## src/rtl/paddle_link_rx_pkg.sv

```systemverilog
`default_nettype none
// ----------------------------------------------------------------------------
// pong_link_pkg : shared constants and state encodings for the paddle link
// Revision 1.0
// ----------------------------------------------------------------------------
package pong_link_pkg;

   localparam logic [7:0] SYNC_BYTE = 8'hA5;
   localparam int         POS_W     = 12;

   typedef enum logic [1:0] {HUNT, GET_HI, GET_LO, GET_CHK} parse_state_t;
   typedef enum logic [1:0] {IDLE, START, DATA, STOP}        rx_state_t;

endpackage
`default_nettype wire

```

## src/rtl/paddle_link_rx_uart_rx_byte.sv

```systemverilog
`default_nettype none
// ----------------------------------------------------------------------------
// uart_rx_byte : 8N1 byte receiver on an already-synchronized serial line
// Revision 1.0
// ----------------------------------------------------------------------------
module uart_rx_byte
   import pong_link_pkg::*;
#(
   parameter int CLKS_PER_BIT = 564
) (
   input  logic       clk,
   input  logic       rst,
   input  logic       rx_sync,
   output logic [7:0] data,
   output logic       byte_valid,
   output logic       frame_err
);

   localparam int CW = $clog2(CLKS_PER_BIT);

   rx_state_t      state, state_d;
   logic [CW-1:0]  cnt;
   logic [2:0]     bit_idx;
   logic           rx_prev;
   logic           bit_done;
   logic           half_done;

   assign bit_done  = (cnt == CW'(CLKS_PER_BIT - 1));
   assign half_done = (cnt == CW'(CLKS_PER_BIT / 2 - 1));

   always_comb begin
      state_d = state;
      case (state)
         IDLE:    if (rx_prev && !rx_sync)        state_d = START;
         START:   if (half_done)                  state_d = rx_sync ? IDLE : DATA;
         DATA:    if (bit_done && bit_idx == 3'd7) state_d = STOP;
         STOP:    if (bit_done)                   state_d = IDLE;
         default:                                 state_d = IDLE;
      endcase
   end

   always_ff @(posedge clk or negedge rst) begin
      if (!rst) begin
         state      <= IDLE;
         cnt        <= '0;
         bit_idx    <= 3'd0;
         rx_prev    <= 1'b1;
         data       <= 8'h00;
         byte_valid <= 1'b0;
         frame_err  <= 1'b0;
      end else begin
         state      <= state_d;
         rx_prev    <= rx_sync;
         byte_valid <= 1'b0;
         frame_err  <= 1'b0;
         // Counter restarts on every state change, so each phase times from zero
         if (state_d != state)
            cnt <= '0;
         else if (state != IDLE)
            cnt <= bit_done ? '0 : cnt + 1'b1;
         if (state == IDLE)
            bit_idx <= 3'd0;
         if (state == DATA && bit_done) begin
            data    <= {rx_sync, data[7:1]};
            bit_idx <= bit_idx + 3'd1;
         end
         if (state == STOP && bit_done) begin
            byte_valid <= rx_sync;
            frame_err  <= !rx_sync;
         end
      end
   end

endmodule
`default_nettype wire

```

## src/rtl/paddle_link_rx.sv

```systemverilog
`default_nettype none
// ----------------------------------------------------------------------------
// paddle_link_rx : receives and validates peer paddle position packets
// Revision 1.0
// ----------------------------------------------------------------------------
module paddle_link_rx
   import pong_link_pkg::*;
#(
   parameter int CLKS_PER_BIT = 564,
   parameter int BYTE_GAP     = 8192,
   parameter int LINK_TIMEOUT = 6500000,
   parameter int Y_MAX        = 767,
   parameter int Y_RESET      = 384
) (
   input  logic             clk,
   input  logic             rst,
   input  logic             rx,
   output logic [POS_W-1:0] ypos_sec,
   output logic             ypos_valid,
   output logic             link_ok,
   output logic [7:0]       err_cnt
);

   localparam int GW = $clog2(BYTE_GAP + 1);
   localparam int TW = $clog2(LINK_TIMEOUT + 1);

   logic             rx_meta, rx_sync;
   logic [7:0]       data;
   logic             byte_valid, frame_err;
   parse_state_t     pstate, pstate_d;
   logic [7:0]       hi, lo;
   logic [GW-1:0]    gap_cnt;
   logic [TW-1:0]    tmo_cnt;
   logic             gap_hit, err, accept;
   logic [POS_W-1:0] pos;

   always_ff @(posedge clk or negedge rst) begin
      if (!rst) begin
         rx_meta <= 1'b1;
         rx_sync <= 1'b1;
      end else begin
         rx_meta <= rx;
         rx_sync <= rx_meta;
      end
   end

   uart_rx_byte #(.CLKS_PER_BIT(CLKS_PER_BIT)) u_rx (
      .clk        (clk),
      .rst        (rst),
      .rx_sync    (rx_sync),
      .data       (data),
      .byte_valid (byte_valid),
      .frame_err  (frame_err)
   );

   assign gap_hit = (gap_cnt == GW'(BYTE_GAP));
   assign pos     = {hi[3:0], lo};

   always_comb begin
      pstate_d = pstate;
      err      = 1'b0;
      accept   = 1'b0;
      if (frame_err) begin
         err      = 1'b1;
         pstate_d = HUNT;
      end else if (byte_valid) begin
         case (pstate)
            HUNT:    if (data == SYNC_BYTE) pstate_d = GET_HI;
            GET_HI:  if (data[7:4] != 4'h0) begin
                        err      = 1'b1;
                        pstate_d = HUNT;
                     end else begin
                        pstate_d = GET_LO;
                     end
            GET_LO:  pstate_d = GET_CHK;
            GET_CHK: begin
                        if (data == (SYNC_BYTE ^ hi ^ lo)) accept = 1'b1;
                        else                               err    = 1'b1;
                        pstate_d = HUNT;
                     end
            default: pstate_d = HUNT;
         endcase
      end else if (pstate != HUNT && gap_hit) begin
         err      = 1'b1;
         pstate_d = HUNT;
      end
   end

   always_ff @(posedge clk or negedge rst) begin
      if (!rst) begin
         pstate     <= HUNT;
         hi         <= 8'h00;
         lo         <= 8'h00;
         gap_cnt    <= '0;
         tmo_cnt    <= '0;
         err_cnt    <= 8'h00;
         ypos_sec   <= POS_W'(Y_RESET);
         ypos_valid <= 1'b0;
         link_ok    <= 1'b0;
      end else begin
         pstate     <= pstate_d;
         ypos_valid <= accept;
         if (byte_valid && pstate == GET_HI) hi <= data;
         if (byte_valid && pstate == GET_LO) lo <= data;
         if (pstate_d == HUNT || byte_valid)
            gap_cnt <= '0;
         else if (!gap_hit)
            gap_cnt <= gap_cnt + 1'b1;
         if (err && err_cnt != 8'hFF)
            err_cnt <= err_cnt + 8'd1;
         // Accept wins over timeout; once expired, the reset position is held
         if (accept) begin
            ypos_sec <= (pos > POS_W'(Y_MAX)) ? POS_W'(Y_MAX) : pos;
            link_ok  <= 1'b1;
            tmo_cnt  <= '0;
         end else if (tmo_cnt == TW'(LINK_TIMEOUT)) begin
            ypos_sec <= POS_W'(Y_RESET);
            link_ok  <= 1'b0;
         end else begin
            tmo_cnt  <= tmo_cnt + 1'b1;
         end
      end
   end

endmodule
`default_nettype wire

```

## config.mk

```make
export PLATFORM = sky130hd
export DESIGN_NAME = paddle_link_rx
export DESIGN_NICKNAME = d
export VERILOG_FILES = /design/src/rtl/paddle_link_rx_pkg.sv /design/src/rtl/paddle_link_rx_uart_rx_byte.sv /design/src/rtl/paddle_link_rx.sv
export SDC_FILE = /design/constraint.sdc
export NUM_CORES = 1
export LEC_CHECK = 0
export BUFFER_PORTS_ARGS = -buffer_cell sky130_fd_sc_hd__buf_2
export CAP_MARGIN = 15
export CORE_MARGIN = 3
export CORE_UTILIZATION = 43
export DETAILED_ROUTE_END_ITERATION = 7
export GPL_TIMING_DRIVEN = 0
export HOLD_SLACK_MARGIN = 0.12
export PLACE_DENSITY = 0.56
export SYNTH_ARGS = -nofsm -noshare
export SYNTH_HDL_FRONTEND = slang
export SYNTH_HIERARCHICAL = 1
export SYNTH_SLANG_ARGS = --single-unit
```

## constraint.sdc

```tcl
create_clock -name clk -period 4.3 [get_ports clk]
set_input_delay 0.215 -clock clk [delete_from_list [all_inputs] [get_ports clk]]
set_output_delay 0.215 -clock clk [all_outputs]
set_load 0.005 [all_outputs]
```

=== Yosys cells after proc, flatten, opt, wreduce, memory -nomap -nowiden ===
Index checks and enable logic that the tools add are counted.

* Register bits after elaboration: 105
* Output and inout bits: 22
* Word-level logic and storage cells: 100
* Bits of input ports: 3

* Add/subtract/negate cells: 5
* Bitwise operators: 2
* Mux-type cells: 38
* Reduce and logical (&&, ||, !) cells: 19
* Equal/unequal tests: 17
* Order comparisons: 1

{| class="wikitable"
|+ Operators with widths
! kind !! number
|-
| two-way mux 23 bit || 2
|-
| two-way mux 12 bit || 3
|-
| two-way mux 10 bit || 3
|-
| two-way mux 14 bit || 2
|-
| adder 23 x 1 -> 23 bit (second input constant) || 1
|-
| == test 23 bit (second input constant) || 1
|-
| two-way mux 2 bit || 10
|-
| case mux 2 bit (4 select lines) || 2
|-
| adder 14 x 1 -> 14 bit (second input constant) || 1
|-
| == test 14 bit (second input constant) || 1
|-
| two-way mux 1 bit || 13
|-
| greater-than comparator 12 x 10 -> 1 bit (second input constant) || 1
|-
| adder 10 x 1 -> 10 bit (second input constant) || 1
|-
| == test 10 bit (second input constant) || 1
|-
| == test 10 x 9 -> 1 bit (second input constant) || 1
|-
| nonzero test 2 bit || 5
|-
| adder 8 x 1 -> 8 bit (second input constant) || 1
|-
| == test 2 bit (second input constant) || 4
|-
| == test 8 bit || 1
|-
| == test 8 bit (second input constant) || 1
|-
| logical AND 1 bit || 8
|-
| inequality test 8 bit (second input constant) || 1
|-
| XOR 8 bit || 1
|-
| zero test 2 bit || 3
|-
| other kinds (12) || 14
|}

=== Longest topological paths before layout ===
Gate-level depths: netlist of run 1.

* Word-level depth: 8
* Depth in mapped cells: 9

=== By module ===
The synthesis of run 1 kept the hierarchy.

{| class="wikitable"
|+ By module, submodules not included
! module !! seq. area each (um^2) !! cells an instance !! times used !! area an instance (um^2)
|-
| paddle_link_rx || 1981.9 || 379 || 1 || 4006.3
|-
| uart_rx_byte || 651.9 || 121 || 1 || 1335.0
|}

=== Worst setup path after synthesis of run 1 ===
No wires, ideal clock.

* Path type: register to register
* Start: register u_rx.data[4]
* End: register err_cnt[6]
* Setup time: 0.125 ns
* Data required time: 4.175 ns
* Setup slack: 2.310 ns
* Period minus slack after synthesis: 1.990 ns
* Data arrival time: 1.865 ns
* Stages on the path, launching flop included: 6
* Cell sequence: dfrtp_1 or4_1 a21oi_1 o21ai_4 o21ai_0 mux2_2

* Cells in the longest elaborated chain, start to end: 6
* Elaborated cells between the ends (all ways): 8
* Classes of those cells: 1 x eq/ne; 5 x mux; 2 x reduce/logical

{| class="wikitable"
|+ RTL lines
! item !! line !! RTL
|-
| start: declaration || paddle_link_rx_uart_rx_byte.sv:14 || <nowiki>output logic [7:0] data,</nowiki>
|-
| start signal: assignment || paddle_link_rx_uart_rx_byte.sv:64 || <nowiki>data <= {rx_sync, data[7:1]};</nowiki>
|-
| == test 8 bit or nonzero test 4 bit (tied branches) || paddle_link_rx.sv:77, paddle_link_rx.sv:69 ||
|-
| two-way mux 1 bit, on equally long branches || paddle_link_rx.sv:77, paddle_link_rx.sv:69 ||
|-
| case mux 1 bit (2 select lines) * || paddle_link_rx.sv:67 || <nowiki>case (pstate)</nowiki>
|-
| two-way mux 1 bit * || paddle_link_rx.sv:66 || <nowiki>end else if (byte_valid) begin</nowiki>
|-
| two-way mux 1 bit * || paddle_link_rx.sv:63 || <nowiki>if (frame_err) begin</nowiki>
|-
| logical AND 1 bit * || paddle_link_rx.sv:109 || <nowiki>if (err && err_cnt != 8'hFF)</nowiki>
|-
| end signal: assignment || paddle_link_rx.sv:110 || <nowiki>err_cnt <= err_cnt + 8'd1;</nowiki>
|-
| end: declaration || paddle_link_rx.sv:21 || <nowiki>output logic [7:0] err_cnt</nowiki>
|}

Every way passes the cells marked *; elsewhere a longest branch is shown, timed or not.
A chain may end at the register's enable or synchronous reset.

=== Worst setup path after layout of run 1 ===
* Start: register tmo_cnt[0]
* End: register ypos_sec[4]

* Cells in the longest elaborated chain, start to end: 2

{| class="wikitable"
|+ RTL lines
! item !! line !! RTL
|-
| start: declaration || paddle_link_rx.sv:33 || <nowiki>logic [TW-1:0] tmo_cnt;</nowiki>
|-
| start signal: assignment || paddle_link_rx.sv:120 || <nowiki>tmo_cnt <= tmo_cnt + 1'b1;</nowiki>
|-
| == test 23 bit || paddle_link_rx.sv:116 || <nowiki>end else if (tmo_cnt == TW'(LINK_TIMEOUT)) begin</nowiki>
|-
| nonzero test 2 bit (no line) || n/a ||
|-
| end signal: assignment || paddle_link_rx.sv:97 || <nowiki>ypos_sec <= POS_W'(Y_RESET);</nowiki>
|-
| end signal: assignment || paddle_link_rx.sv:113 || <nowiki>ypos_sec <= (pos > POS_W'(Y_MAX)) ? POS_W'(Y_MAX) : pos;</nowiki>
|-
| end signal: assignment || paddle_link_rx.sv:117 || <nowiki>ypos_sec <= POS_W'(Y_RESET);</nowiki>
|-
| end: declaration || paddle_link_rx.sv:18 || <nowiki>output logic [POS_W-1:0] ypos_sec,</nowiki>
|}

Every way passes these cells.

==> out/metrics.cfg, run 1 <==
[status]
outcome = complete, no violations

[yosys]
ys_async_sr_fraction_pct = 100.0
synth_compound_area_share_pct = 9.253
yosysMostFrequentCell = dfrtp_1
synth.distinct_cells = 61
synth_fa_ha_area_share_pct = 2.108
yosysTopAreaCellShare_pct = 46.85
synthSimpleGateAreaFrac_pct = 21.20
synth-edff-count = 0
yosysWarnings = 6
synth_top_cells_by_count = 100 x dfrtp_1, 53 x nor2_1, 33 x nand2_1, 29 x a21oi_1, 27 x nand3_1
ys_seq_area_share_pct = 49.31
synthMuxAreaShare_pct = 6.957
netlist_area_um2 = 5341
yosysTopAreaCell = dfrtp_1
syn-instance-count = 500
synth_top_family_by_area = simple AND/OR/NAND/NOR gates
synth.area.top_cells = dfrtp_1 47%, mux2_2 5.3%, nor2_1 3.7%, xnor2_1 3.3%, a21oi_1 2.7%
ys_ff_latch = 105
avgSynthCellArea_um2 = 10.68
synth_xor_area_share_pct = 8.714
ys.flop_type = dfrtp_1
synth_fp_nets = 512

[clocking]
clock-sinks = 105
cts_tree = yes
numCtsBuffers = 9
cts_max_level = 3
cts-root-buf = clkbuf_16
clk_latency_ps = 350
cts_setup_buffers = 0
cts_hold_buffers = 2
clk_pin_slew_ps = 70
cts_resized = 0
clockBufferDepth = 2

[global_routing]
grt_pass1_wl_um = 18790
grtUsageTotal_pct = 16.54
grt_pass1_vias = 3845
grt_overflow_total = 0
grt_max_degree = 64
antenna_found_initial = 0

[setup_path]
reg2reg_depth = 9
cp_top_family = simple AND/OR/NAND/NOR gates
crit_required_ps = 4530
startpoint_type = flop
crit_top_cell = clkbuf_1
reg2reg_from = tmo_cnt[0]
cp-end-kind = flop
crit_path_cell_trace = inv_1 -> ha_1 -> nor4bb_1 -> nand4_1 -> or2_2 -> clkbuf_1 -> clkbuf_1 -> a21oi_1 -> a21oi_2
worstPathArrival_ps = 2710
crit_type = reg -> reg
reg2reg_slack_ps = 1820
crit_slowest_cell = dfrtp_1
max_stage_delay_ps = 440
regToRegEndpoint = ypos_sec[4]
cp_max_fo = 10
crit_buf_inv = 3

[floorplanning]
die_h_um = 117.5
fp.dieW_um = 117.5
die_area_um2 = 13800
coreArea_um2 = 12060
ios = 25
initial_core_util_pct = 44.28
rows = 40

[drt]
postRouteAntennaNets = 0
dr_wl_met3_um = 342
drc = 0
dr.first_iter.drc_count = 274
wl_met2_um = 5116
met1_length_um = 5125
highest_layer = met4
dr.pass1.iters = 4
routed_wl_um = 10690
vias_per_cell = 5.345
wire_per_inst_um = 15.03
vias = 3800

[power_and_ir_drop]
power.leakage_nw = 2.630
powerDensity_nw_per_um2 = 334.4
ir_drop_mv = 0.2424
finalPower_mw = 1.998

[hold_path]
holdPathEnd = rx_sync
holdPathStages = 0
min_path_type = reg -> reg
worstHoldStart = rx_meta

[placed_design]
io_buffer_count = 24
dp.final_hpwl_um = 7458
place.gp.congestion = 0.8054

[sta]
slew_violations = 0
skew_ps = 9.176
finalSetupViolCount = 0
max-slew-margin-rel_pct = 44.54
fmax_ghz = 0.4029
hold_viol_final = 0
finalCritPeriodShare_pct = 57.73
period_minus_slack_ps = 2482
worstMarginPinSlew_ps = 831.8
setup_tns_ps = 0
grt_setup_unrepaired = false

[run]
drv_cap = 0

[cells_and_area]
final_util_pct = 49.52
antennaDiodeCount = 0
final_nets = 550
synthToLayoutAreaGrowth_pct = 11.83
nFillCells = 1116
layout-drive-gt1-share_pct = 18.60

==> worst reg2reg max path: stages, from the launching register on <==
cell,delay (ps)
dfrtp_1,440
inv_1,80
ha_1,160
nor4bb_1,310
nand4_1,230
or2_2,340
clkbuf_1,190
clkbuf_1,310
a21oi_1,260
a21oi_2,40
==> report_power, final <==
part | switching [mW] | internal [mW]
clock network | 0.347 | 0.393
registers | 0.0543 | 1.03
logic | 0.101 | 0.0763
total | 0.502 | 1.50
==> how the worst max path moves through the flow <==
| stage | to | cells past startpoint | startpoint |
|---|---|---|---|
| floorplan | err_cnt[6] | 5 | u_rx/data[4] |
| global placement | err_cnt[7] | 1 | rst |
| detailed placement | ypos_sec[4] | 9 | tmo_cnt[0] |
| global route | ypos_sec[5] | 9 | tmo_cnt[0] |
| CTS | ypos_sec[4] | 9 | tmo_cnt[0] |
| finish | ypos_sec[4] | 9 | tmo_cnt[0] |
==> metrics by stage <==
step / setup slack [ps] / std cells / area, um2 / hold slack (ps)
after floorplan: 2310 / 500 / 5341 / -80.59
after global placement: 1813 / 692 / 5672 / 323.4
after detailed placement: 1824 / 693 / 5694 / 328.0
after CTS: 1808 / 711 / 5973 / 362.4
after global routing: 1590 / 711 / 5973 / 367.4
final: 1818 / 711 / 5973 / 359.6
==> layout make-up <==
cell class / count / area (um2) / share of cell area [%]
clock buffer: 13 / 240.2 / 4.022
clock inverter: 3 / 18.77 / 0.3142
sequential: 105 / 2634 / 44.09
timing repair buffer: 27 / 162.7 / 2.723
inverter: 14 / 52.55 / 0.8798
buffer: 15 / 78.83 / 1.320
multi-input combinational: 366 / 2576 / 43.13
tap: 168 / 210.2 / 3.519
==> routing by layer <==
| layer | global-route usage (%) | vias up |
|---|---|---|
| met2 | 27.60 | 50 |
| met4 | 3.516 | 0 |
| met5 | 0 | - |
| met1 | 21.77 | 1875 |
| met3 | 4.565 | 10 |
| li1 | - | 1865 |
==> cells in the final DEF (no fill, tap or decap), types with 5 or more instances in the layout <==
cell	n
a21oi_1	29
and3_1	5
buf_2	32
clkbuf_1	8
clkbuf_16	9
dfrtp_1	100
dfstp_2	5
ha_1	9
inv_1	14
mux2_2	25
nand2_1	33
nand3_1	27
nand4_1	12
nor2_1	53
nor3_1	18
o21ai_0	20
o31ai_1	6
or3_1	11
or4_1	7
xnor2_1	20
xor2_1	12
==> sequential cells by signal (all words and copies together) (netlist names), 2 cells and up <==
name          cells
tmo_cnt          23
gap_cnt          14
ypos_sec         12
u_rx/cnt         10
err_cnt           8
hi                8
lo                8
u_rx/data         8
u_rx/bit_idx      3
pstate            2
u_rx/state        2
==> cells by family (layout without fill, tap and decap cells) <==
| logic type | count (synthesis) | count (layout) |
|---|---|---|
| adder cells (fa/ha/maj) | 9 | 9 |
| buffers and inverters | 29 | 72 |
| AND/OR/NAND/NOR | 207 | 207 |
| AO/OA/AOI/OAI | 78 | 78 |
| flip-flops | 105 | 105 |
| XOR/XNOR | 40 | 40 |
| multiplexers | 32 | 32 |
(Power assumes the default switching activity.)
==> run 2, diff against run 1 <==
- ABC_AREA: unset -> 1
- clock period: 4.3 -> 2.35 ns (I/O delays scaled with it)
==> out/metrics.cfg, run 2 <==
[setup_path]
crit_type = reg -> reg
worstPathArrival_ps = 2160
cp_max_fo = 10
crit_required_ps = 2580
regToRegEndpoint = tmo_cnt[0]
reg2reg_depth = 12
reg2reg_slack_ps = 420
reg2reg_from = u_rx/data[6]
cp-end-kind = flop
startpoint_type = flop

[placed_design]
place_inst = 872
place_area_um2 = 5882
io_buffer_count = 24
dp.final_hpwl_um = 7972
place.gp.congestion = 0.8322
dp_slack_ps = 348.7

[cells_and_area]
antennaDiodeCount = 0
top_regs = tmo_cnt (23), gap_cnt (14), ypos_sec (12)
final_nets = 729
mostFrequentLayoutCell = nand2_1
final_cell_mix = 173 x nand2_1, 100 x dfrtp_1, 93 x inv_1
largest_reg_flops = 23
final_util_pct = 50.89
layout-drive-gt1-share_pct = 14.96
regMostFlops = tmo_cnt
fin_area_um2 = 6240
fin_cells = 890
synthToLayoutAreaGrowth_pct = 13.01

[global_routing]
grt_overflow_total = 0
grt_pass1_vias = 4318
grt_max_degree = 58
antenna_found_initial = 0
grt_pass1_wl_um = 19650
grtUsageTotal_pct = 16.74

[sta]
worstMarginPinSlew_ps = 661.2
finalCritPeriodShare_pct = 82.16
hold_viol_final = 0
period_minus_slack_ps = 1931
finalSetupViolCount = 0
grt_setup_unrepaired = false
worst_slack_ps = 419.2
setup_tns_ps = 0
hold_slack_ps = 346.3
slew_violations = 0
max-slew-margin-rel_pct = 55.92
fmax_ghz = 0.5179
skew_ps = 7.031

[yosys]
synthMuxAreaShare_pct = 0.2719
synth.distinct_cells = 41
synth.area.top_cells = dfrtp_1 45%, nand2_1 12%, inv_1 6.3%, nand3_1 4.7%, o21ai_0 4.1%
ys_ff_latch = 105
yosysWarnings = 6
ys.flop_type = dfrtp_1
avgSynthCellArea_um2 = 8.132
synth_compound_area_share_pct = 8.452
netlist_area_um2 = 5522
synth_top_cells_by_count = 173 x nand2_1, 100 x dfrtp_1, 93 x inv_1, 52 x nand3_1, 51 x nor2_1
ys_seq_area_share_pct = 47.70
yosysTopAreaCellShare_pct = 45.32
syn-instance-count = 679
synth_xor_area_share_pct = 3.331
yosysTopAreaCell = dfrtp_1
synth_fa_ha_area_share_pct = 2.039
synth_fp_nets = 691
synth-edff-count = 0
yosysMostFrequentCell = nand2_1
synth_top_family_by_area = simple AND/OR/NAND/NOR gates
ys_async_sr_fraction_pct = 100.0
synthSimpleGateAreaFrac_pct = 30.68

[floorplanning]
ios = 25
die_area_um2 = 14240
rows = 40
coreArea_um2 = 12260
initial_core_util_pct = 45.03
fp.dieW_um = 119.3
die_h_um = 119.3

[clocking]
cts_resized = 0
cts_max_level = 3
clk_latency_ps = 350
clock-sinks = 105
cts-root-buf = clkbuf_16
clk_pin_slew_ps = 70
cts_setup_buffers = 0
clockBufferDepth = 2
cts_tree = yes
numCtsBuffers = 9

[drt]
routed_wl_um = 10940
postRouteAntennaNets = 0
dr.pass1.iters = 4
dr.first_iter.drc_count = 223
wire_per_inst_um = 12.29
vias = 4408
drc = 0
vias_per_cell = 4.953

[power_and_ir_drop]
powerDensity_nw_per_um2 = 612.5
power.leakage_nw = 3.004
ir_drop_mv = 0.4877
finalPower_mw = 3.822

[status]
outcome = complete, no violations

[hold_path]
min_path_type = in -> async

[run]
drv_cap = 0

==> run 2: worst max-delay path: stages, from the launching register on <==
cell     delay (ps)
dfrtp_1         400
inv_2           100
nand2_1          80
nand2_1          70
nand2_1          40
nand2_1          90
nand2_1          60
nor2_1          120
nand3_1         270
nand2_1         280
inv_2           130
nand2_1          80
o21ai_0          90
==> run 2: report_power, final <==
part / leakage, nW / internal [mW] / switching [mW]
Clock: 0.162 / 0.998 / 0.678
Sequential: 1.43 / 1.84 / 0.0509
Combinational: 1.41 / 0.0882 / 0.166
==> run 2: worst max path at each step <==
stage	startpoint	to	slack [ps]	cells after the start
after global placement	rst	err_cnt[1]	-90	1
after global routing	lo[7]	tmo_cnt[0]	100	12
after detailed placement	u_rx/data[5]	tmo_cnt[0]	350	10
after floorplan	u_rx/cnt[0]	u_rx/data[0]	790	7
after CTS	u_rx/data[5]	tmo_cnt[0]	330	10
final	u_rx/data[6]	tmo_cnt[0]	420	12
==> run 2: metal layers <==
metal	global-route usage, %	share of wire [%]
met1	21.85	47
met2	27.45	48
met3	4.179	3.2
met4	5.225	1.5
met5	0	0
==> run 2: cell families after synthesis <==
kind of cell    after synthesis
simple gates                353
buf+inv                     107
flops                       105
compound gates               83
xor+xnor                     21
fa+ha+maj                     9
mux                           1
==> run 2: layout make-up <==
| type | count | area, um2 |
|---|---|---|
| timing repair buffer | 27 | 170.2 |
| tap | 168 | 210.2 |
| multi-input combinational | 467 | 2472 |
| buffer | 6 | 36.28 |
| clock inverter | 5 | 85.08 |
| sequential | 105 | 2634 |
| clock buffer | 11 | 252.7 |
| fill | 1196 | 6022 |
| inverter | 101 | 379.1 |
==> run 2: timing repair <==
item                       4_1_cts  5_1_grt
hold endpoints to repair        47        0
hold buffers                     2        0
setup endpoints to repair        0        0
==> run 3, diff against run 2 <==
- PLACE_DENSITY: 0.56 -> 0.58
- clock period: 2.35 -> 1.6 ns (I/O delays scaled with it)
==> out/metrics.cfg, run 3 (synthesis gave the netlist of run 2 again) <==
[floorplanning]
ios = 25
fp.dieW_um = 119.3
die_h_um = 119.3
initial_core_util_pct = 45.03
rows = 40
coreArea_um2 = 12260
die_area_um2 = 14240

[global_routing]
grt_overflow_total = 0
grtUsageTotal_pct = 17.11
grt_pass1_wl_um = 19980
grt_max_degree = 55
grt_pass1_vias = 4367
antenna_found_initial = 0

[drt]
routed_wl_um = 12960
drc = 0
dr.first_iter.drc_count = 245
dr.pass1.iters = 4
vias_per_cell = 4.997
vias = 4752
postRouteAntennaNets = 0
wire_per_inst_um = 13.63

[cells_and_area]
top_regs = tmo_cnt (23), gap_cnt (14), ypos_sec (12)
layout-drive-gt1-share_pct = 37.42
multi_input_area_um2 = 3100
regMostFlops = tmo_cnt
mostFrequentLayoutCell = nand2_1
largest_reg_flops = 23
regArea_um2 = 2636
nFillCells = 1078
antennaDiodeCount = 0
synthToLayoutAreaGrowth_pct = 33.85
final_nets = 790
final_cell_mix = 134 x nand2_1, 98 x dfrtp_1, 76 x inv_1

[setup_path]
crit_required_ps = 1880
startpoint = lo[7]
crit_type = reg -> reg
startpoint_type = flop
cp_max_fo = 8
worstPathArrival_ps = 2020
reg2reg_from = lo[7]
cp-end-kind = flop

[placed_design]
dp.final_hpwl_um = 7867
io_buffer_count = 24
place.gp.congestion = 0.8415
dp_slack_ps = -379.3

[clocking]
clk_latency_ps = 340
clock-sinks = 105
numCtsBuffers = 9
cts-root-buf = clkbuf_16
clockBufferDepth = 2
cts_max_level = 3
cts_tree = yes
clk_pin_slew_ps = 70

[sta]
max-slew-margin-rel_pct = 53.31
period_minus_slack_ps = 1738
finalCritPeriodShare_pct = 108.6
hold_viol_final = 0
skew_ps = 9.824
grt_setup_unrepaired = true
slew_violations = 0
finalSetupViolCount = 58
fmax_ghz = 0.5754
hold_slack_ps = 325.9
worst_slack_ps = -137.8
worstMarginPinSlew_ps = 700.4

[power_and_ir_drop]
ir_drop_mv = 0.5348
switching_power_mw = 1.296
swShare_pct = 24.39
comb_power_share_pct = 8.8
power.leakage_nw = 3.418
pwr-share-seq_pct = 52.0
p_clk_share_pct = 39.2
powerDensity_nw_per_um2 = 719.1
internal-power_mw = 4.018

[status]
violations = setup timing
outcome = finished with violations

[run]
drv_cap = 0

[hold_path]
min_path_type = in -> async

==> run 3: cell count changes in the layout (fill, tap and decap cells not counted), sizes merged <==
cell / delta
bufinv: -2
clkbuf: +5
nand2: +2
buf: +56
==> run 3: metrics by stage <==
| step | cells | total power [mW] | setup TNS, ps | utilization, % | cell area [um2] |
|---|---|---|---|---|---|
| after floorplan | 679 | 3.083 | 0 | - | 5522 |
| after global placement | 871 | 3.198 | -86480 | 47.72 | 5852 |
| after detailed placement | 872 | 3.211 | -11400 | 47.97 | 5882 |
| after CTS | 913 | 5.342 | -673.8 | 52.87 | 6482 |
| after global routing | 951 | 5.554 | -10220 | 60.28 | 7391 |
| final | 951 | 5.315 | -3090 | 60.28 | 7391 |
==> run 3: path summary, 6_finish.rpt <==
check                               end  slack (ps)  cells past startpoint
setup / recovery             err_cnt[3]        -140                     15
hold / removal               tmo_cnt[6]         330                      2
setup reg to reg             err_cnt[3]        -140                     15
hold reg to reg                 rx_sync         360                      0
max in group asynchronous  u_rx/rx_prev         500                      3
min in group clk                rx_sync         360                      0
==> run 3: worst max-delay path, cell delays in order (launching register included) <==
cell and delay [ps]:
dfrtp_1 390, inv_1 110, nand2_1 80, nand2_1 60
nand2_1 50, nand2_1 100, nand2_2 80, nor2_4 140
nand2_2 70, nand2_1 60, nand2_1 60, nand2_2 120
nand2_4 110, nand2_8 130, nand2_2 60, nand2_2 60
==> run 3: area by class of cell <==
class	count	share of cell area, %
buffer	6	0.9480
sequential	105	35.67
clock buffer	14	3.572
tap	168	2.844
timing repair inverter	1	0.1524
inverter	101	5.265
timing repair buffer	85	9.429
multi-input combinational	469	41.95
clock inverter	2	0.1693
==> run 3: repair_timing <==
| action | in CTS | in global routing |
|---|---|---|
| endpoints found under the setup margin | 68 | 76 |
| gates resized for setup | 40 | 187 |
| pin swaps | 6 | 40 |
| hold buffers | 2 | 0 |
| setup buffers | 22 | 33 |
| gates cloned | 1 | 6 |
| endpoints found under the hold margin | 50 | 0 |
==> run 3: metal layers <==
metal / track usage (%) / share of wire [%] / wire, um
met1: 21.94 / 45 / 5798
met2: 28.97 / 52 / 6770
met3: 4.416 / 2.5 / 329
met4: 4.223 / 0.46 / 59
met5: 0 / 0 / 0
==> run 3: power by group through the flow <==
stage	registers, mW	logic (mW)	clock network [mW]
finish	2.77	0.468	2.08
global route	2.77	0.525	2.26
CTS	2.76	0.425	2.15
detailed placement	2.83	0.380	0
global placement	2.83	0.368	0
floorplan	2.82	0.267	0
